[config.mk]
export PLATFORM = sky130hd
export DESIGN_NAME = rst_seq_gen
export DESIGN_NICKNAME = d
export VERILOG_FILES = /design/src/rtl/rst_seq_gen.sv
export SDC_FILE = /design/constraint.sdc
export NUM_CORES = 1
export LEC_CHECK = 0
export ABC_AREA = 1
export BUFFER_PORTS_ARGS = -buffer_cell sky130_fd_sc_hd__buf_2
export CAP_MARGIN = 20
export CORE_ASPECT_RATIO = 0.8
export CORE_MARGIN = 4
export CORE_UTILIZATION = 40
export CTS_CLUSTER_DIAMETER = 30
export DETAILED_ROUTE_END_ITERATION = 7
export PLACE_DENSITY_LB_ADDON = 0.12
export SYNTH_ARGS = -nofsm -noshare
export SYNTH_HDL_FRONTEND = slang
export SYNTH_SLANG_ARGS = --single-unit
[constraint.sdc]
create_clock -name clk_in -period 2 [get_ports clk_in]
set_clock_uncertainty 0.1 [all_clocks]
set_input_delay 0.3 -clock clk_in [delete_from_list [all_inputs] [get_ports clk_in]]
set_output_delay 0.3 -clock clk_in [all_outputs]
set_load 0.02 [all_outputs]
[src/rtl/rst_seq_gen.sv]
// -----------------------------------------------------------------------------
// rst_seq_gen
//   Source side of the reset tree. Produces a minimum-width reset pulse from
//   either the block reset or a debounced request level, then releases
//   NUM_STAGES active-high reset outputs one at a time, bit 0 first, spaced
//   STAGE_GAP cycles apart. A held request during the release phase aborts
//   and restarts the whole sequence.
//
// Ports
//   clk_in   in   1           single clock for the whole block
//   rst_in   in   1           synchronous reset, active-high
//   req_in   in   1           reset request level, synchronous to clk_in
//   rst_out  out  NUM_STAGES  active-high resets; bit 0 releases first
//   busy     out  1           high while a sequence is in progress
//   done     out  1           one-cycle pulse when a sequence completes
// -----------------------------------------------------------------------------
module rst_seq_gen #(
    parameter int NUM_STAGES   = 3,
    parameter int PULSE_CYC    = 16,
    parameter int STAGE_GAP    = 8,
    parameter int DEBOUNCE_CYC = 4
) (
    input  logic                  clk_in,
    input  logic                  rst_in,
    input  logic                  req_in,
    output logic [NUM_STAGES-1:0] rst_out,
    output logic                  busy,
    output logic                  done
);

    // Cycle (counted from cycle 0 of a sequence) at which done fires.
    localparam int T_CYC  = PULSE_CYC + (NUM_STAGES - 1) * STAGE_GAP + 1;
    localparam int CNT_W  = $clog2(T_CYC) + 1;
    localparam int DCNT_W = $clog2(DEBOUNCE_CYC + 1);

    localparam logic [CNT_W-1:0]  CNT_MAX   = '1;
    localparam logic [CNT_W-1:0]  PULSE_END = CNT_W'(PULSE_CYC);
    localparam logic [CNT_W-1:0]  T_END     = CNT_W'(T_CYC);
    localparam logic [DCNT_W-1:0] DEB_END   = DCNT_W'(DEBOUNCE_CYC);

    typedef enum logic [1:0] {
        ST_IDLE    = 2'd0,
        ST_ASSERT  = 2'd1,
        ST_RELEASE = 2'd2
    } state_t;

    state_t                  state_reg, state_next;
    logic [CNT_W-1:0]        cnt_reg, cnt_next;
    logic [DCNT_W-1:0]       dcnt_reg, dcnt_next;
    logic                    armed_reg, armed_next;
    logic                    hold_reg, hold_next;
    logic [NUM_STAGES-1:0]   rst_out_reg, rst_out_next;
    logic                    busy_reg, busy_next;
    logic                    done_reg, done_next;

    // cnt_reg holds the cycle number of the most recent edge, so cnt_inc is
    // the cycle number the coming edge will have.
    logic [CNT_W-1:0]        cnt_inc;
    logic [NUM_STAGES-1:0]   stage_live;

    assign cnt_inc = cnt_reg + CNT_W'(1);

    // stage_live[k] stays high while the coming edge is still before that
    // stage's release cycle.
    generate
        for (genvar gi = 0; gi < NUM_STAGES; gi++) begin : g_stage
            localparam int REL_CYC = PULSE_CYC + gi * STAGE_GAP;
            assign stage_live[gi] = (cnt_inc < CNT_W'(REL_CYC));
        end
    endgenerate

    always_comb begin
        state_next   = state_reg;
        cnt_next     = cnt_reg;
        dcnt_next    = dcnt_reg;
        armed_next   = armed_reg;
        hold_next    = hold_reg;
        rst_out_next = rst_out_reg;
        busy_next    = busy_reg;
        done_next    = 1'b0;

        case (state_reg)
            ST_IDLE: begin
                rst_out_next = '0;
                busy_next    = 1'b0;
                // Saturate rather than wrap so a long idle period is harmless.
                cnt_next     = (cnt_reg == CNT_MAX) ? cnt_reg : cnt_inc;
                if (dcnt_reg == DEB_END) begin
                    // Debounce satisfied on the previous edge: this edge is cycle 0.
                    state_next   = ST_ASSERT;
                    cnt_next     = '0;
                    dcnt_next    = '0;
                    armed_next   = 1'b0;
                    hold_next    = 1'b0;
                    rst_out_next = '1;
                    busy_next    = 1'b1;
                end else if (!req_in) begin
                    armed_next = 1'b1;
                    dcnt_next  = '0;
                end else if (armed_reg) begin
                    dcnt_next = dcnt_reg + DCNT_W'(1);
                end
            end

            ST_ASSERT: begin
                // Requests are ignored here; the pulse is never stretched.
                rst_out_next = '1;
                busy_next    = 1'b1;
                dcnt_next    = '0;
                if (hold_reg) begin
                    // First edge after rst_in drops is cycle 0 itself.
                    hold_next = 1'b0;
                    cnt_next  = '0;
                end else begin
                    cnt_next = cnt_inc;
                    if (cnt_inc == PULSE_END) begin
                        state_next   = ST_RELEASE;
                        rst_out_next = rst_out_reg & stage_live;
                    end
                end
            end

            ST_RELEASE: begin
                busy_next = 1'b1;
                if (dcnt_reg == DEB_END) begin
                    // Abort: restart the full pulse; no arming needed here.
                    state_next   = ST_ASSERT;
                    cnt_next     = '0;
                    dcnt_next    = '0;
                    hold_next    = 1'b0;
                    rst_out_next = '1;
                end else begin
                    cnt_next     = cnt_inc;
                    dcnt_next    = req_in ? (dcnt_reg + DCNT_W'(1)) : '0;
                    // AND keeps released stages low for the rest of the sequence.
                    rst_out_next = rst_out_reg & stage_live;
                    if (cnt_inc == T_END) begin
                        state_next   = ST_IDLE;
                        rst_out_next = '0;
                        busy_next    = 1'b0;
                        done_next    = 1'b1;
                        dcnt_next    = '0;
                        armed_next   = 1'b0;
                    end
                end
            end

            default: begin
                state_next   = ST_ASSERT;
                cnt_next     = '0;
                dcnt_next    = '0;
                armed_next   = 1'b0;
                hold_next    = 1'b0;
                rst_out_next = '1;
                busy_next    = 1'b1;
            end
        endcase
    end

    always_ff @(posedge clk_in) begin
        if (rst_in) begin
            state_reg   <= ST_ASSERT;
            cnt_reg     <= '0;
            dcnt_reg    <= '0;
            armed_reg   <= 1'b0;
            hold_reg    <= 1'b1;
            rst_out_reg <= '1;
            busy_reg    <= 1'b1;
            done_reg    <= 1'b0;
        end else begin
            state_reg   <= state_next;
            cnt_reg     <= cnt_next;
            dcnt_reg    <= dcnt_next;
            armed_reg   <= armed_next;
            hold_reg    <= hold_next;
            rst_out_reg <= rst_out_next;
            busy_reg    <= busy_next;
            done_reg    <= done_next;
        end
    end

    assign rst_out = rst_out_reg;
    assign busy    = busy_reg;
    assign done    = done_reg;

endmodule

== Yosys cells after proc, flatten, opt, wreduce, memory -nomap -nowiden ==
Index checks and enable logic that the tools add are counted.
Storage, ports and cells
  bits in registers: 19
  bits of input ports: 3
  output and inout port bits: 5
  logic and storage cells: 73
Cells by class
  add/sub/neg operators: 2
  $lt $le $gt $ge: 3
  equal/unequal tests: 16
  muxes and demuxes: 36
  bitwise logic cells: 3
  reduce and logical (&&, ||, !) cells: 5
Operators by type and width (number)
  3-bit two-way mux: 11
  7-bit two-way mux: 4
  7-bit one-hot mux with 3 select lines: 1
  7-bit by 5-bit < comparator with 1-bit output (second input constant): 2
  1-bit two-way mux: 10
  2-bit two-way mux: 5
  2-bit != test (second input constant): 5
  3-bit != test (second input constant): 3
  3-bit one-hot mux with 3 select lines: 1
  4-bit AND reduction: 2
  7-bit by 1-bit adder with 7-bit output (second input constant): 1
  7-bit by 5-bit == test with 1-bit output (second input constant): 1
  7-bit by 6-bit == test with 1-bit output (second input constant): 1
  7-bit == test (second input constant): 1
  7-bit by 6-bit < comparator with 1-bit output (second input constant): 1
  2-bit one-hot mux with 3 select lines: 1
  3-bit one-hot mux with 2 select lines: 1
  4-bit != test (second input constant): 1
  3-bit by 1-bit adder with 3-bit output (second input constant): 1
  3-bit bitwise AND: 1
  3-bit == test (second input constant): 1
  1-bit one-hot mux with 3 select lines: 1
  3-bit OR reduction: 1
  2-bit by 1-bit == test with 1-bit output (second input constant): 1
  6 further kinds: 7

== Depth between registers and ports, before layout ==
Gate-level depths: netlist of run 1.
  depth in word-level cells: 6
  mapped depth: 12
  mapped depth without buffers: 12

== Least setup slack after synthesis of run 1 ==
Ideal clock, no wire load.
  kind: register to register
  start point: register dcnt_reg[0]
  end point: register dcnt_reg[1]
  library setup time: 0.132 ns
  arrival time: 1.355 ns
  data required time: 1.768 ns
  setup slack: 0.413 ns
  stages on the path, launching flop included: 11
  path buffers: 0
  period minus slack after synthesis: 1.587 ns
  cell sequence: dfxtp_1 inv_1 ha_1 nand2_1 inv_2 nor2_2 nand2_1 nor3_2 nor2_1 nand4_1 a21oi_1
On the way
  longest elaborated chain between the ends: 5
  elaborated cells on any way between the ends: 10
  classes of those cells: 1 x add/sub; 2 x eq/ne; 7 x mux
RTL lines
  start: declaration: RTL line 49  | logic [DCNT_W-1:0] dcnt_reg, dcnt_next;
  start signal: assignment: RTL line 173  | dcnt_reg <= dcnt_next;
  3-bit by 1-bit adder with 3-bit output: RTL line 101, 134
  3-bit two-way mux, on equally long branches: RTL line 134, 100
  3-bit two-way mux, on equally long branches: RTL line 137, 97
  3-bit two-way mux, on equally long branches: RTL line 125, 88
  3-bit one-hot mux with 2 select lines: RTL line 82  | case (state_reg)
Several ways; a longest one is shown, not always the timed one. The select of a mux whose other input is x is not followed.
A chain may end at the register's enable or synchronous reset.

== Final worst setup path of run 1 ==
  start point: register cnt_reg[1]
  end point: register rst_out_reg[0], in the netlist rst_out[0]
On the way
  longest elaborated chain between the ends: 6
  elaborated cells on any way between the ends: 10
  classes of those cells: 1 x add/sub; 1 x order compare; 2 x eq/ne; 5 x mux; 1 x bitwise
RTL lines
  start: declaration: RTL line 48  | logic [CNT_W-1:0] cnt_reg, cnt_next;
  start signal: assignment: RTL line 172  | cnt_reg <= cnt_next;
  7-bit by 1-bit adder with 7-bit output *: RTL line 61  | assign cnt_inc = cnt_reg + CNT_W'(1);
  7-bit by 5-bit < comparator with 1-bit output: RTL line 68  | assign stage_live[gi] = (cnt_inc < CNT_W'(REL_CYC));
  3-bit bitwise AND: RTL line 118, 136
  3-bit two-way mux, on equally long branches: RTL line 137, 116
  3-bit two-way mux, on equally long branches: RTL line 125, 110
  3-bit one-hot mux with 3 select lines *: RTL line 82
  end signal: assignment: RTL line 176  | rst_out_reg <= rst_out_next;
  end: declaration: RTL line 52  | logic [NUM_STAGES-1:0] rst_out_reg, rst_out_next;
Mark *: on every way between the ends. The rest lies on a longest branch, timed or not.

==> results.py, run 1 <==
metrics = {
    "sta": {
        "hold_viol_final": 0,
        "fin_ws_ns": 0.208,
        "maxSlewHeadroom": 0.788,
        "worstMarginPinSlew_ns": 0.317,
        "rsz0062_at_grt": "no",
        "max_freq_mhz": 558,
        "period_needed_ns": 1.79,
        "finalSetupViolCount": 0,
        "setup_tns_ns": 0,
        "maxSlewViolCount": 0,
        "fin_crit_sh": 0.896,
    },
    "grt": {
        "grt_max_degree": 12,
        "antenna_found_initial": 0,
        "grt_pass1_wl_mm": 3.31,
        "grt_use_total": 0.133,
        "grt_pass1_vias": 729,
        "grt.overflow.total": 0,
    },
    "placement": {
        "port-buffer-count": 7,
        "hpwl_mm": 1.58,
        "pre_cts_ws_ns": 0.212,
        "globalplace.congestion": 0.788,
        "placed_cell_area_um2": 1070,
    },
    "final_layout": {
        "multiInputGateArea_um2": 518,
        "fill_cells": 225,
        "final_area_um2": 1090,
        "syn_to_final_growth_pct": 9.67,
        "nNetsFinal": 159,
        "ff_latch_area_um2": 380,
        "diodes": 0,
        "largest_reg_flops": 7,
        "drive_gt1_frac": 0.147,
    },
    "detailed_routing": {
        "detail_route.first_pass.iterations": 4,
        "vias_per_cell": 5.08,
        "routed_wirelength_mm": 1.96,
        "vias": 889,
        "drt-wirelength-per-cell_um": 11.2,
        "drtIter0Drc": 20,
        "antenna_left": 0,
        "drc": 0,
    },
    "floorplanning": {
        "fp.dieH_um": 52.6,
        "num_rows": 15,
        "die_x_um": 63.8,
        "io_pins": 8,
        "dieArea_um2": 3360,
        "coreArea_um2": 2250,
        "start_util": 0.442,
    },
    "cts": {
        "cts_post_setup_buffers_inserted": 0,
        "ctsResizeCount": 0,
        "cts_tree": "built",
        "clk_latency_ns": 0.29,
        "clock_sinks": 19,
        "cts_max_path_buffers": 2,
        "numCtsBuffers": 3,
        "cts_hold_buffers": 0,
        "htree_levels": 1,
        "path_clk_slew_ns": 0.10,
        "root_buffer": "clkbuf_4",
    },
    "synth": {
        "seq_area_frac_synth": 0.382,
        "syn_inst": 139,
        "syn_area_um2": 996,
        "yosys.area.top_type_share": 0.382,
        "yosys.area.top_type": "dfxtp_1",
        "synth-seq-cells": 19,
        "yosysUniqueCellTypes": 25,
        "synth_edf_count": 0,
        "yosysWarnings": 0,
        "synth_area_leaders": "dfxtp_1, nand2_1, inv_1",
        "synth_area_per_cell_um2": 7.17,
        "synthArstFlopShare": 0,
        "synth_nets": 147,
        "synthFlopType": "dfxtp_1",
    },
    "hold_path": {
        "worstHoldPathType": "primary input to register",
    },
    "outcome": {
        "status": "completed",
    },
    "run": {
        "drv_cap": 0,
    },
    "power_and_ir_drop": {
        "p_leak_nw": 0.483,
        "ir_worst_vdd_mv": 0.387,
        "power.density_nw_per_um2": 551,
    },
    "setup_path": {
        "path_max_fanout": 5,
        "regToRegSetupSlack_ns": 0.21,
        "crit_arrival_ns": 1.88,
        "worst_ep_required_time_ns": 2.09,
        "crit_type": "register to register",
        "end_kind": "register",
        "crit_path_start_kind": "register",
    },
}
-- Yosys cell counts, types with 2 or more instances --
library cell  number
nand3_1           14
nand2_1           26
o21ai_0            2
nor2_1            13
nor2_2             2
ha_1               5
nand4_1            5
dfxtp_1           19
o21ai_1            2
a211oi_1           2
nand2_2            2
inv_1             24
a21oi_1           10
nand3_2            2
-- cells by family (layout without fill, tap and decap cells) --
group,count (synthesis),in the layout,synth area share
compound gates,20,20,0.117
buf+inv,26,37,0.0980
xor+xnor,1,1,0.00880
flops,19,19,0.382
simple gates,68,68,0.332
fa+ha+maj,5,5,0.0628
-- worst paths after layout --
path         startpoint     endpoint  cells past startpoint
max          cnt_reg[1]   rst_out[0]                     10
min              rst_in  dcnt_reg[1]                      2
max reg2reg  cnt_reg[1]   rst_out[0]                     10
min reg2reg  rst_out[2]   rst_out[2]                      2
-- metrics by stage --
stage / std cells / total power [mW] / util / hold slack (ns)
5_1_grt: 175 / 0.635 / 0.485 / 0.222
4_1_cts: 175 / 0.616 / 0.485 / 0.206
6_report: 175 / 0.602 / 0.485 / 0.214
3_5_place_dp: 171 / 0.417 / 0.473 / 0.365
3_3_place_gp: 171 / 0.417 / 0.473 / 0.359
2_1_floorplan: 139 / 0.410 / - / 0.341
-- routing by layer --
metal,up-vias,track usage,part of all wire
met5,-,0,0
met1,395,0.185,0.52
met4,0,0.0430,0.0087
met2,22,0.187,0.40
met3,2,0.0472,0.075
li1,470,-,-
-- area by class of cell --
class	instances	share of cell area
Inverter	25	0.0859
Tap cell	25	0.0286
Multi-Input combinational cell	94	0.474
Clock buffer	4	0.0241
Timing Repair Buffer	8	0.0389
Sequential cell	19	0.348
-- report_power, final --
group          internal (mW)  switching (mW)
combinational        0.00809          0.0160
clock                 0.0776           0.116
sequential             0.381         0.00309
total                  0.467           0.135
-- layout by cell type (no fill, tap or decap), types with 2 or more instances in the layout --
| cell | netlist | layout |
|---|---|---|
| nand2_1 | 26 | 26 |
| inv_1 | 24 | 24 |
| dfxtp_1 | 19 | 19 |
| nand3_1 | 14 | 14 |
| nor2_1 | 13 | 13 |
| a21oi_1 | 10 | 10 |
| buf_2 | 0 | 7 |
| nand4_1 | 5 | 5 |
| ha_1 | 5 | 5 |
| clkbuf_4 | 0 | 3 |
| nor2_2 | 2 | 2 |
| o21ai_0 | 2 | 2 |
| nand3_2 | 2 | 2 |
| o21ai_1 | 2 | 2 |
| nand2_2 | 2 | 2 |
| a211oi_1 | 2 | 2 |
-- worst max-delay path, cell delays in order, from the launching register on --
cell	delay, ns
dfxtp_1	0.42
ha_1	0.23
nand2_1	0.09
inv_1	0.10
nand3_1	0.12
nand2_1	0.13
nand3_1	0.09
nor2_1	0.10
nand4_1	0.10
nand2_1	0.14
o21ai_1	0.08
No activity file was read; power rests on OpenSTA's default activity.
==> inputs of run 2 (changes only) <==
--- a/config.mk
+++ b/config.mk
@@ -13,7 +13,9 @@
 export CORE_UTILIZATION = 40
 export CTS_CLUSTER_DIAMETER = 30
 export DETAILED_ROUTE_END_ITERATION = 7
+export GPL_TIMING_DRIVEN = 0
 export PLACE_DENSITY_LB_ADDON = 0.12
+export REMOVE_ABC_BUFFERS = 1
 export SYNTH_ARGS = -nofsm -noshare
 export SYNTH_HDL_FRONTEND = slang
 export SYNTH_SLANG_ARGS = --single-unit
==> run 2 against run 1 <==
  * Clock power about the same
  * Flip-flop and latch count unchanged
  * Count of clock-buffer cells in the layout decreased by 1
  * Sequential power about the same
  * Critical endpoint unchanged
  * Largest power group unchanged
  * Combinational power increased by 4%
  * Largest cell class unchanged
==> results.py, run 2 (same netlist as run 1, synthesis figures left out) <==
metrics = {
    "outcome": {
        "status": "completed",
    },
    "floorplanning": {
        "num_rows": 15,
        "fp.dieH_um": 52.6,
        "start_util": 0.442,
        "coreArea_um2": 2250,
        "dieArea_um2": 3360,
        "io_pins": 8,
        "die_x_um": 63.8,
    },
    "setup_path": {
        "crit_path_start_kind": "register",
        "crit_type": "register to register",
        "crit_slowest_cell": "dfxtp_1",
        "cpMostUsedCell": "nand2_1",
        "cp_cell_sequence": "ha_1 > nand2_1 > inv_1 > nand3_1 > nand2_1 > nand3_1 > nor2_1 > nand4_1 > nand2_1 > o21ai_1",
        "end_kind": "register",
        "path_buf_inv": 1,
        "crit_arrival_ns": 1.94,
        "worst_ep_required_time_ns": 2.10,
        "path_delay_family": "simple AND/OR/NAND/NOR gates",
        "cpPeakStageDelay_ns": 0.42,
        "path_max_fanout": 5,
    },
    "sta": {
        "fin_crit_sh": 0.919,
        "setup_tns_ns": 0,
        "hold_viol_final": 0,
        "finalSetupViolCount": 0,
        "period_needed_ns": 1.84,
        "maxSlewViolCount": 0,
        "maxSlewHeadroom": 0.793,
        "max_freq_mhz": 544,
        "rsz0062_at_grt": "yes",
        "worstMarginPinSlew_ns": 0.310,
    },
    "grt": {
        "grt.overflow.total": 0,
        "grt_use_total": 0.136,
        "grt_pass1_vias": 786,
        "grt_max_degree": 12,
        "grt_pass1_wl_mm": 3.44,
        "antenna_found_initial": 0,
    },
    "cts": {
        "htree_levels": 1,
        "cts_max_path_buffers": 2,
        "cts_hold_buffers": 0,
        "clk_latency_ns": 0.30,
        "numCtsBuffers": 3,
        "clock_sinks": 19,
        "path_clk_slew_ns": 0.11,
        "cts_tree": "built",
        "root_buffer": "clkbuf_4",
        "cts_post_setup_buffers_inserted": 0,
    },
    "final_layout": {
        "drive_gt1_frac": 0.148,
        "largest_reg_flops": 7,
        "diodes": 0,
        "nNetsFinal": 158,
        "syn_to_final_growth_pct": 10.2,
        "layout_commonest_cell": "nand2_1",
        "layout_common_cells": "nand2_1, inv_1, dfxtp_1",
    },
    "detailed_routing": {
        "routed_wirelength_mm": 2.03,
        "vias": 888,
        "drtIter0Drc": 35,
        "antenna_left": 0,
        "vias_per_cell": 5.10,
        "drc": 0,
        "drt-wirelength-per-cell_um": 11.7,
        "detail_route.first_pass.iterations": 4,
    },
    "power_and_ir_drop": {
        "ir_worst_vdd_mv": 0.331,
        "total_power_uw": 606,
        "power.density_nw_per_um2": 552,
        "p_leak_nw": 0.477,
    },
    "placement": {
        "hpwl_mm": 1.60,
        "globalplace.congestion": 0.821,
        "port-buffer-count": 7,
    },
    "hold_path": {
        "worstHoldPathType": "primary input to register",
    },
    "run": {
        "drv_cap": 0,
    },
}
[run 2: layer usage]
metal  vias up  wire length (um)  GRT usage
met5         -                 0          0
met3         2                83     0.0451
li1        467                 -          -
met1       408              1080      0.179
met4         0                17     0.0430
met2        11               848      0.209
[run 2: through the flow]
stage / utilization / setup slack [ns] / hold slack (ns) / instances / instance area [um2]
6_report: 0.487 / 0.161 / 0.223 / 174 / 1100
5_1_grt: 0.487 / -0.00981 / 0.213 / 174 / 1100
4_1_cts: 0.482 / 0.150 / 0.209 / 174 / 1090
3_5_place_dp: 0.470 / 0.163 / 0.359 / 170 / 1060
3_3_place_gp: 0.470 / 0.185 / 0.354 / 170 / 1060
2_1_floorplan: - / 0.428 / 0.269 / 138 / 992
[run 2: power breakdown]
| group | switching (mW) | internal, mW |
|---|---|---|
| clock | 0.122 | 0.0745 |
| sequential | 0.00328 | 0.381 |
| combinational | 0.0167 | 0.00833 |
| total | 0.142 | 0.464 |
[run 2: path summary, 6_finish.rpt]
kind / start / endpoint / slack [ns] / depth (start not counted)
max: cnt_reg[1] / rst_out[0] / 0.16 / 10
min: rst_in / dcnt_reg[1] / 0.22 / 2
max reg2reg: cnt_reg[1] / rst_out[0] / 0.16 / 10
min reg2reg: rst_out[2] / rst_out[2] / 0.37 / 2
[run 2: final cells by class]
type,instances,area (um2)
clock buffer,3,22.5
sequential,19,380
multi-input combinational,94,529
clock inverter,1,5.00
inverter,25,93.8
fill,239,1150
tap,25,31.3
timing repair buffer,7,35.0
[run 2: worst register-to-register path, stage by stage (launching register included)]
cell	delay (ns)
dfxtp_1	0.42
ha_1	0.23
nand2_1	0.11
inv_1	0.11
nand3_1	0.12
nand2_1	0.13
nand3_1	0.09
nor2_1	0.10
nand4_1	0.11
nand2_1	0.14
o21ai_1	0.08
[run 2: repair_timing]
action,in CTS,in global routing
endpoints found under the hold margin,0,0
endpoints found under the setup margin,0,3
resized for setup,0,2
